File: src/rtl/pwm_audio_dac.sv
// ---------------------------------------------------------------------------
// pwm_audio_dac
//
// Multi-channel audio output stage. One frame of CHANNELS unsigned samples is
// accepted per output period over a valid/ready handshake, the channels are
// mixed by averaging, and the mixed level drives a single 1-bit pin either as
// fixed-period PWM or as a first-order delta-sigma bitstream.
//
// The output period is 2**SAMPLE_W clock cycles. A frame accepted during a
// period is held in a one-deep pending register and becomes the active level
// at the next period boundary (the cycle where the period counter is at its
// maximum). If no frame is pending at a boundary the previous level repeats
// and an underrun pulse is produced.
//
// Parameters
//   SAMPLE_W     sample width, 4..12; output period = 2**SAMPLE_W cycles
//   CHANNELS     channels per frame, power of two, 1..8
//
// Ports
//   clk          system clock, rising edge
//   rst          asynchronous active-high reset
//   s_valid      frame valid from the sample generator
//   s_ready      frame can be accepted (no frame pending)
//   s_data       channel k at [k*SAMPLE_W +: SAMPLE_W], unsigned,
//                2**(SAMPLE_W-1) is silence
//   mode         0 = PWM, 1 = delta-sigma; taken at the period boundary
//   mute         1 = output the silence level; taken at the period boundary
//   sample_tick  one-cycle pulse in the cycle where the counter is zero
//   underrun     one-cycle pulse after a boundary that found no frame pending
//   pwm          registered audio bit
// ---------------------------------------------------------------------------
module pwm_audio_dac #(
  parameter int SAMPLE_W = 8,
  parameter int CHANNELS = 2
) (
  input  logic                         clk,
  input  logic                         rst,
  input  logic                         s_valid,
  output logic                         s_ready,
  input  logic [CHANNELS*SAMPLE_W-1:0] s_data,
  input  logic                         mode,
  input  logic                         mute,
  output logic                         sample_tick,
  output logic                         underrun,
  output logic                         pwm
);

  localparam int LOG2C = (CHANNELS > 1) ? $clog2(CHANNELS) : 0;
  localparam int SUM_W = SAMPLE_W + LOG2C;
  localparam logic [SAMPLE_W-1:0] CNT_MAX = '1;
  localparam logic [SAMPLE_W-1:0] SILENCE = {1'b1, {(SAMPLE_W-1){1'b0}}};

  logic [SAMPLE_W-1:0] cnt;
  logic [SAMPLE_W-1:0] pend;
  logic                pend_full;
  logic [SAMPLE_W-1:0] active;
  logic                mode_q;
  logic                mute_q;
  logic [SAMPLE_W-1:0] acc;

  logic                boundary;
  logic                accept;
  logic [SAMPLE_W-1:0] lvl;
  logic [SAMPLE_W:0]   ds_sum;
  logic [SUM_W-1:0]    mix_sum;
  logic [SAMPLE_W-1:0] mix;

  assign boundary = (cnt == CNT_MAX);
  assign s_ready  = ~pend_full;
  assign accept   = s_valid && s_ready;
  assign lvl      = mute_q ? SILENCE : active;

  // The top bit of this sum is the delta-sigma carry; the low bits are the
  // next accumulator value.
  assign ds_sum   = {1'b0, acc} + {1'b0, lvl};

  // The sum is widened by log2(CHANNELS) bits so it cannot overflow; the
  // shift then divides by the channel count with floor rounding.
  always_comb begin
    mix_sum = '0;
    for (int k = 0; k < CHANNELS; k++) begin
      mix_sum = mix_sum + SUM_W'(s_data[k*SAMPLE_W +: SAMPLE_W]);
    end
    mix = SAMPLE_W'(mix_sum >> LOG2C);
  end

  // Free-running period counter. The tick and underrun strobes are decoded
  // from the boundary cycle and registered, so both land in the cnt==0 cycle.
  always_ff @(posedge clk or posedge rst) begin
    if (rst) begin
      cnt         <= '0;
      sample_tick <= 1'b0;
      underrun    <= 1'b0;
    end else begin
      cnt         <= cnt + SAMPLE_W'(1);
      sample_tick <= boundary;
      underrun    <= boundary && !pend_full;
    end
  end

  // Frame path. While a frame is pending s_ready is low, so an accept can
  // only coincide with a boundary when nothing is pending; that frame lands
  // in pend and waits a full period before it becomes active.
  always_ff @(posedge clk or posedge rst) begin
    if (rst) begin
      pend      <= '0;
      pend_full <= 1'b0;
      active    <= SILENCE;
    end else if (boundary && pend_full) begin
      active    <= pend;
      pend_full <= 1'b0;
    end else if (accept) begin
      pend      <= mix;
      pend_full <= 1'b1;
    end
  end

  // Mode and mute only change on a period boundary so a period is never
  // split between two output styles or levels.
  always_ff @(posedge clk or posedge rst) begin
    if (rst) begin
      mode_q <= 1'b0;
      mute_q <= 1'b0;
    end else if (boundary) begin
      mode_q <= mode;
      mute_q <= mute;
    end
  end

  // The accumulator only runs in delta-sigma mode and restarts from zero on
  // any mode change so a new delta-sigma run begins from a known phase.
  always_ff @(posedge clk or posedge rst) begin
    if (rst) begin
      acc <= '0;
    end else if (boundary && (mode != mode_q)) begin
      acc <= '0;
    end else if (mode_q) begin
      acc <= ds_sum[SAMPLE_W-1:0];
    end
  end

  // Output bit. In PWM mode the comparison against cnt gives lvl high cycles
  // followed by low cycles, delayed one cycle behind the counter.
  always_ff @(posedge clk or posedge rst) begin
    if (rst) begin
      pwm <= 1'b0;
    end else if (mode_q) begin
      pwm <= ds_sum[SAMPLE_W];
    end else begin
      pwm <= (cnt < lvl);
    end
  end

endmodule

File: config.mk
export PLATFORM = sky130hd
export DESIGN_NAME = pwm_audio_dac
export DESIGN_NICKNAME = d
export VERILOG_FILES = /design/src/rtl/pwm_audio_dac.sv
export SDC_FILE = /design/constraint.sdc
export NUM_CORES = 1
export LEC_CHECK = 0
export BUFFER_PORTS_ARGS = -buffer_cell sky130_fd_sc_hd__buf_2
export CAP_MARGIN = 20
export CORE_AREA = 2 2 70 72
export CTS_CLUSTER_DIAMETER = 80
export CTS_CLUSTER_SIZE = 10
export DETAILED_ROUTE_END_ITERATION = 10
export DIE_AREA = 0 0 72 74
export PLACE_DENSITY = 0.68
export SLEW_MARGIN = 15
export SYNTH_ARGS = -nofsm -noshare
export SYNTH_HDL_FRONTEND = slang
export SYNTH_SLANG_ARGS = --single-unit
File: constraint.sdc
create_clock -name clk -period 4.25 [get_ports clk]
set_input_delay 0.85 -clock clk [delete_from_list [all_inputs] [get_ports clk]]
set_output_delay 0.85 -clock clk [all_outputs]
set_load 0.02 [all_outputs]
==> results of run 1 <==
-- how the worst min path moves through the flow --
stage / startpoint / to
final: pend[2] / pend[2]
after detailed placement: pend[2] / pend[2]
after global routing: pend_full / underrun
after CTS: pend[2] / pend[2]
after floorplan: pend_full / underrun
after global placement: pend_full / underrun
-- flip-flops by register name, indices dropped and copies added (netlist names) --
register / cells
acc: 8
active: 8
cnt: 8
pend: 8
mode_q: 1
mute_q: 1
pend_full: 1
pwm: 1
sample_tick: 1
underrun: 1
-- power groups by stage --
| stage | Sequential [W] | Combinational [W] | Clock (W) |
|---|---|---|---|
| floorplan | 0.000382 | 0.0000437 | 0 |
| global placement | 0.000383 | 0.0000623 | 0 |
| detailed placement | 0.000384 | 0.0000633 | 0 |
| CTS | 0.000377 | 0.0000634 | 0.000316 |
| global route | 0.000378 | 0.0000722 | 0.000328 |
| finish | 0.000377 | 0.0000616 | 0.000306 |
-- placed cells by master (no fill, tap or decap), types with 2 or more instances in the layout --
cell and instances:
sky130_fd_sc_hd__a211oi_1 3, sky130_fd_sc_hd__a21o_1 3, sky130_fd_sc_hd__a21oi_1 13, sky130_fd_sc_hd__a221o_1 2, sky130_fd_sc_hd__a32o_1 2, sky130_fd_sc_hd__and2_1 2
sky130_fd_sc_hd__buf_2 24, sky130_fd_sc_hd__clkbuf_8 5, sky130_fd_sc_hd__clkinvlp_4 2, sky130_fd_sc_hd__dfrtp_1 37, sky130_fd_sc_hd__fa_1 2, sky130_fd_sc_hd__ha_1 23
sky130_fd_sc_hd__inv_1 11, sky130_fd_sc_hd__mux2_2 11, sky130_fd_sc_hd__nand2_1 16, sky130_fd_sc_hd__nand2b_1 6, sky130_fd_sc_hd__nor2_1 8, sky130_fd_sc_hd__nor2b_1 2
sky130_fd_sc_hd__nor3_1 3, sky130_fd_sc_hd__o21a_1 2, sky130_fd_sc_hd__o21ai_0 11, sky130_fd_sc_hd__o21bai_1 2, sky130_fd_sc_hd__o2bb2ai_1 6, sky130_fd_sc_hd__o31ai_1 3
sky130_fd_sc_hd__xnor2_1 8, sky130_fd_sc_hd__xor2_1 8
-- routing by layer --
metal  up-vias  wire length (um)  GRT usage
li1        788                 -          -
met1       715              1770      0.182
met2        28              1840      0.292
met3         2               131     0.0379
met4         0                31     0.0482
met5         -                 0          0
-- stage by stage --
step / worst slack, ns / power, W / hold WS, ns
after floorplan: 2.04 / 0.000426 / 0.435
after global placement: 1.81 / 0.000446 / 0.457
after detailed placement: 1.75 / 0.000447 / 0.465
after CTS: 1.89 / 0.000757 / 0.482
after global routing: 1.78 / 0.000778 / 0.506
final: 1.89 / 0.000744 / 0.475
-- layout make-up --
cell class,count,area [um^2],area share
Timing Repair Buffer,25,128,0.0508
Clock inverter,3,45.0,0.0179
Sequential cell,38,952,0.379
Tap cell,54,67.6,0.0269
Multi-Input combinational cell,151,1210,0.481
Clock buffer,5,68.8,0.0274
Inverter,11,41.3,0.0165
-- cell families (layout without fill, tap and decap cells) --
group           Yosys count  after routing
compound gates           53             53
simple gates             46             46
flops                    38             38
fa+ha+maj                25             25
xor+xnor                 16             16
buf+inv                  13             44
mux                      11             11
-- critical path: stages, from the launching register on --
cell and delay (ns):
sky130_fd_sc_hd__dfrtp_1 0.44, sky130_fd_sc_hd__nor2b_1 0.08, sky130_fd_sc_hd__ha_1 0.23, sky130_fd_sc_hd__fa_1 0.43, sky130_fd_sc_hd__a211oi_1 0.24, sky130_fd_sc_hd__o21bai_1 0.14
sky130_fd_sc_hd__a221o_1 0.34, sky130_fd_sc_hd__a221o_1 0.35
==> metrics list, run 1 <==
* Latest clock arrival within the worst-skew pair: 0.29 ns
- After synthesis the cells add up to 2210 um^2.
- Count of endpoints failing setup in the final report: 0
* Clock power frac: 0.411
- Type of the worst setup path: reg2reg
- Iteration count of the initial detailed-routing pass: 7
- Setup repair after global routing left no endpoint under its margin.
- Number of enable flip-flop cells after synthesis: 0
* Crit path time final: 2.36 ns
- Of the total power, the share spent switching nets is 0.227.
* Origin of the critical flop-to-flop path: mute_q
* Share of Yosys cell area claimed by the top area cell type: 0.419
- Critical Path End Type: flip-flop
- From synthesis to final layout, the design area changed by 13.7%.
- Worst Setup SP: mute_q
- Once the clock tree was built, the resizer swapped 0 gates to a different size.
- Clock sinks: 38
* Worst reg2reg path depth: 7
- Power spent charging and discharging nets: 0.000169 W
- The most critical setup path has its endpoint at pwm.
- Ranking of synthesized cells by instance count: sky130_fd_sc_hd__dfrtp_1 (37), sky130_fd_sc_hd__ha_1 (23), sky130_fd_sc_hd__nand2_1 (16)
- Number of antenna violations at the first check in global routing: 0
- The repair_antennas step left the layout with diodes totalling 0.
* Syn Inst Count: 202
- Utilization after layout: 0.546
- Hold-fix buffers, CTS: 0
* Initial core utilization: 0.480
- Of the post-synthesis cell area, the part taken by muxes is 0.0561.
- The detailed router finished its first iteration with 29 violations.
- Of the total power, registers draw 0.506.
- Cell internal power was estimated by the tool at 0.000575 W.
* Die outline width: 72 um
- Total of max-cap violations: 0
- The total overflow left after global routing is 0.
* Largest net degree at the start of global routing: 39
* Post-route cell area: 2510 um^2
- Io pins: 25
- Measured slew at the worst slew-check pin: 0.463 ns
- Outcome: complete, no violations
- Wire length of the first global-routing pass: 6520 um
- In this run the vertical extent of the chip is 74 um.
- On the final layout, the worst clock skew is 0.00804 ns.
- Worst-case clock buffer depth: 2
- Worst IR drop on VDD: 0.235 mV
* CP required: 4.42 ns
* Kind of start point of the critical path: flip-flop
- Synth unique cells: 40
* Number of H-tree levels: 2
- Total Die Area: 5330 um^2
- By area, the combinational part of the netlist is dominated by compound AO/OA/AOI/OAI gates.
* Detailed Place HPWL: 3010 um
* Synthesized-area fraction occupied by ao, oa, aoi and oai cells: 0.164
* Antenna Nets Post-Route: 0
* Core area: 4600 um^2
* Fraction of registers with async set/reset: 1.00
- The max-slew violation total from the final report was 0.
* Filler cell count: 413
- Share of post-route cells with drive strength above 1: 0.223
* Placer congestion estimate: 0.760
- The final hold violation count was 0.
* Final sum of negative setup slack: 0 ns
* Cell taking the most area after synthesis: sky130_fd_sc_hd__dfrtp_1
* Warning count from the yosys run: 0
- For flop-to-flop paths, the worst setup slack is 1.89 ns.
- Along the worst hold path, the cell count comes to 2.
* Leading cell type by number of instances after synthesis: sky130_fd_sc_hd__dfrtp_1
- Vias per inst: 5.34
- Via Count: 1533
- The finished layout holds 287 standard cells, fillers aside.
- Headroom to the max-slew limit came out at 0.687.
- Of the total power, combinational logic draws 0.083.
- Net count of the mapped netlist: 248
- Post-synthesis sequential area ratio: 0.431
* Flops & latches, synth: 38
- After detailed routing, the average wire length per cell comes to 13.2 um.
- In the post-synthesis netlist, the biggest area contributors are sky130_fd_sc_hd__dfrtp_1 (42%), sky130_fd_sc_hd__ha_1 (13%), sky130_fd_sc_hd__mux2_2 (5.6%).
- TritonCTS clock tree: yes
- HP Class: reg2reg
- Clock-pin slew reported for the worst setup and hold paths after clock tree synthesis: 0.08 ns
* Biggest fanout along the worst timing path: 9
- In the finished design, the share of the clock period the worst path needs comes to 0.556.
- Summed over all cells, the static leakage comes to 1.26 nW.
* GRT Resource Usage Total: 0.158
- Via count of the first global-routing pass: 1570
- After floorplanning, the core was divided into 25 placement rows.
* Number of I/O port buffers: 24
- Prevailing post-synth register cell: sky130_fd_sc_hd__dfrtp_1
- Instance area after placement: 2400 um^2
* Number of setup buffers added after CTS: 0
- Xor and xnor area share after synthesis: 0.0635
- Maximum clock rate: 0.423 GHz
* Total placed cells including tap cells: 279
- CTS placed an instance of sky130_fd_sc_hd__clkbuf_8 at the clock tree root.
- Adder-cell share of the synthesized area: 0.148
- Power spread over the standard cell area amounts to 297 nW/um^2.
- Of the total synthesized cell area, the portion taken by AND, OR, NAND and NOR gates is 0.114.
- Total wire length after detailed routing: 3780 um
- Remaining design rule violation count: 0
- In the final design database the tool counted 278 nets.
- The average instance in the mapped netlist occupies 10.9 um^2.
* R2r endpoint: pwm
* Number of buffers inserted during clock tree synthesis: 5
- At the worst endpoint, the arrival time is 2.54 ns.
Note: power is estimated with default switching activity, not from simulation.
==> run 2, diff against run 1 <==
==> constraint.sdc (replaced) <==
create_clock -name clk -period 2.35 [get_ports clk]
set_input_delay 0.47 -clock clk [delete_from_list [all_inputs] [get_ports clk]]
set_output_delay 0.47 -clock clk [all_outputs]
set_load 0.02 [all_outputs]
==> metrics list, run 2 (same netlist as run 1, synthesis figures left out) <==
* Worst hold slack: 0.265 ns
* Largest net degree at the start of global routing: 39
- The first routing iteration left 44 violations.
- In the global route stage, overall resource usage came out at 0.164.
- After clock tree synthesis, the clock-pin slew on the worst setup and hold paths is 0.08 ns.
- At the end of routability-driven placement, the weighted congestion stood at 0.758.
- Pleak: 1.30 nW
- TritonCTS built the clock tree.
- Filler cell count: 401
- Number of antenna violations at the first check in global routing: 0
- Latest clock arrival within the worst-skew pair: 0.29 ns
- Leaving out fill and tap cells, the most frequent cells in the layout are sky130_fd_sc_hd__dfrtp_1 (37), sky130_fd_sc_hd__buf_2 (24), sky130_fd_sc_hd__ha_1 (23), sky130_fd_sc_hd__nand2_1 (16), sky130_fd_sc_hd__a21oi_1 (13).
* Clock sinks: 38
- In this run the number of H-tree levels came out at 2.
* Number of antenna diodes: 0
- Clock root buffer master: sky130_fd_sc_hd__clkbuf_8
- Total of max-cap violations: 0
* Worst IR drop on VDD: 0.253 mV
* Kind of start point of the critical path: flip-flop
- The final layout contains 280 nets.
- HP Class: in2async
- The count of nets left with antenna violations once routing finished came out at 0.
- The final hold violation count was 0.
- After detailed routing, the number of vias per cell comes to 5.33.
- In the final routed layout, each cell accounts on average for 13.4 um.
- For this configuration, the core starts out at a cell density of 0.480.
- The max-slew violation total from the final report came to 0.
- Count of endpoints failing setup in the final report: 0
- Non-Filler Instances: 289
- Total placed cells including tap cells: 281
- The first global-routing pass estimated 6670 um of wire.
* Row count: 25
- Commonest non-fill, non-tap cell in the layout: sky130_fd_sc_hd__dfrtp_1
- Registers take 952 um^2.
* Share of post-route cells with drive strength above 1: 0.234
* Utilization after layout: 0.556
- Timing would allow up to 0.446 GHz.
- The clock arrives with 0.00564 ns of skew.
* Number of buffers inserted during clock tree synthesis: 5
- The core region is 4600 um^2.
* Critical Path End Type: flip-flop
* Outcome: complete, no violations
- Worst-case clock buffer depth: 2
- The die covers 5330 um^2.
- Io pins: 25
* Vertical die dimension: 74 um
* Number of setup buffers added after CTS: 0
- Cell Pwr Density: 578 nW/um^2
* Detailed Place HPWL: 3050 um
* Unrepaired setup endpoints after global routing: no
- Biggest fanout along the worst timing path: 3
- Part of the cycle the worst path needs: 0.955
- The routed design has 3880 um of wire.
* Remaining design rule violation count: 0
- In the final layout, the multi-input gates occupy 1210 um^2.
- CP required: 2.53 ns
* Worst slew slack as a fraction of its limit: 0.687
- Measured slew at the worst slew-check pin: 0.469 ns
- Number of I/O port buffers: 24
* Via count of the first global-routing pass: 1542
* Worst reg2reg path depth: 7
- Compared with the post-synthesis result, the final layout area differs by 15.9%.
* Final sum of negative setup slack: 0 ns
- Setup slack on the worst flop-to-flop path: 0.11 ns
* Crit path time final: 2.24 ns
- The worst setup path is of the reg2reg kind.
* GR Overflow Total: 0
- Measured along the x axis, the die boundary spans 72 um.
- Arr. time, crit path: 2.42 ns
* Iteration count of the initial detailed-routing pass: 4
- Via Count: 1540
==> run 2: cell count changes in the layout (fill, tap and decap cells not counted) <==
cell / delta
sky130_fd_sc_hd__a211oi_1: -1
sky130_fd_sc_hd__clkbuf_8: +1
sky130_fd_sc_hd__clkinvlp_4: -2
sky130_fd_sc_hd__a211oi_2: +1
sky130_fd_sc_hd__buf_4: +2
sky130_fd_sc_hd__bufinv_16: +1
==> run 2: timing repair <==
item                                    4_1_cts  5_1_grt
endpoints found under the hold margin         0        0
hold buffers                                  0        0
endpoints found under the setup margin        0        1
gates resized for setup                       0        1
==> run 2: layout make-up <==
class,instances,share of cell area
clock buffers,6,0.0323
repair buffers,27,0.0557
inverters,11,0.0161
clock inverters,2,0.0235
flip-flops and latches,38,0.372
well taps,54,0.0264
multi-input cells,151,0.474
==> run 2: worst max-delay path, cell delays in order (launching register included) <==
cell and delay [ns]:
sky130_fd_sc_hd__dfrtp_1 0.37, sky130_fd_sc_hd__nor2b_1 0.14, sky130_fd_sc_hd__ha_1 0.22, sky130_fd_sc_hd__fa_1 0.42, sky130_fd_sc_hd__a211oi_2 0.19, sky130_fd_sc_hd__o21bai_1 0.13, sky130_fd_sc_hd__a221o_1 0.33, sky130_fd_sc_hd__a221o_1 0.34
==> run 2: worst paths after layout <==
kind,from,end
worst max-delay path,active[0],pwm
worst min-delay path,rst,cnt[3]
worst max register to register,active[0],pwm
worst min register to register,pend_full,underrun
max in group asynchronous,rst,active[7]
min in group clk,s_valid,pend_full
==> run 2: metrics by stage <==
| step | worst slack [ns] | instance area (um^2) | total power, W |
|---|---|---|---|
| final | 0.106 | 2560 | 0.00148 |
| after global placement | 0.134 | 2410 | 0.000805 |
| after global routing | 0.00657 | 2560 | 0.00155 |
| after CTS | 0.0697 | 2550 | 0.00150 |
| after detailed placement | 0.0813 | 2410 | 0.000809 |
| after floorplan | 0.171 | 2210 | 0.000770 |
==> run 2: power breakdown <==
part	switching [W]	internal [W]
registers	0.00000883	0.000672
logic	0.0000594	0.0000525
clock network	0.000234	0.000453
==> run 2: layer usage <==
metal / routed length (um) / vias to the layer above / track usage / share of wire
met5: 0 / - / 0 / 0
met4: 77 / 0 / 0.0692 / 0.020
li1: - / 791 / - / -
met3: 152 / 7 / 0.0420 / 0.039
met1: 1750 / 713 / 0.192 / 0.45
met2: 1900 / 29 / 0.290 / 0.49
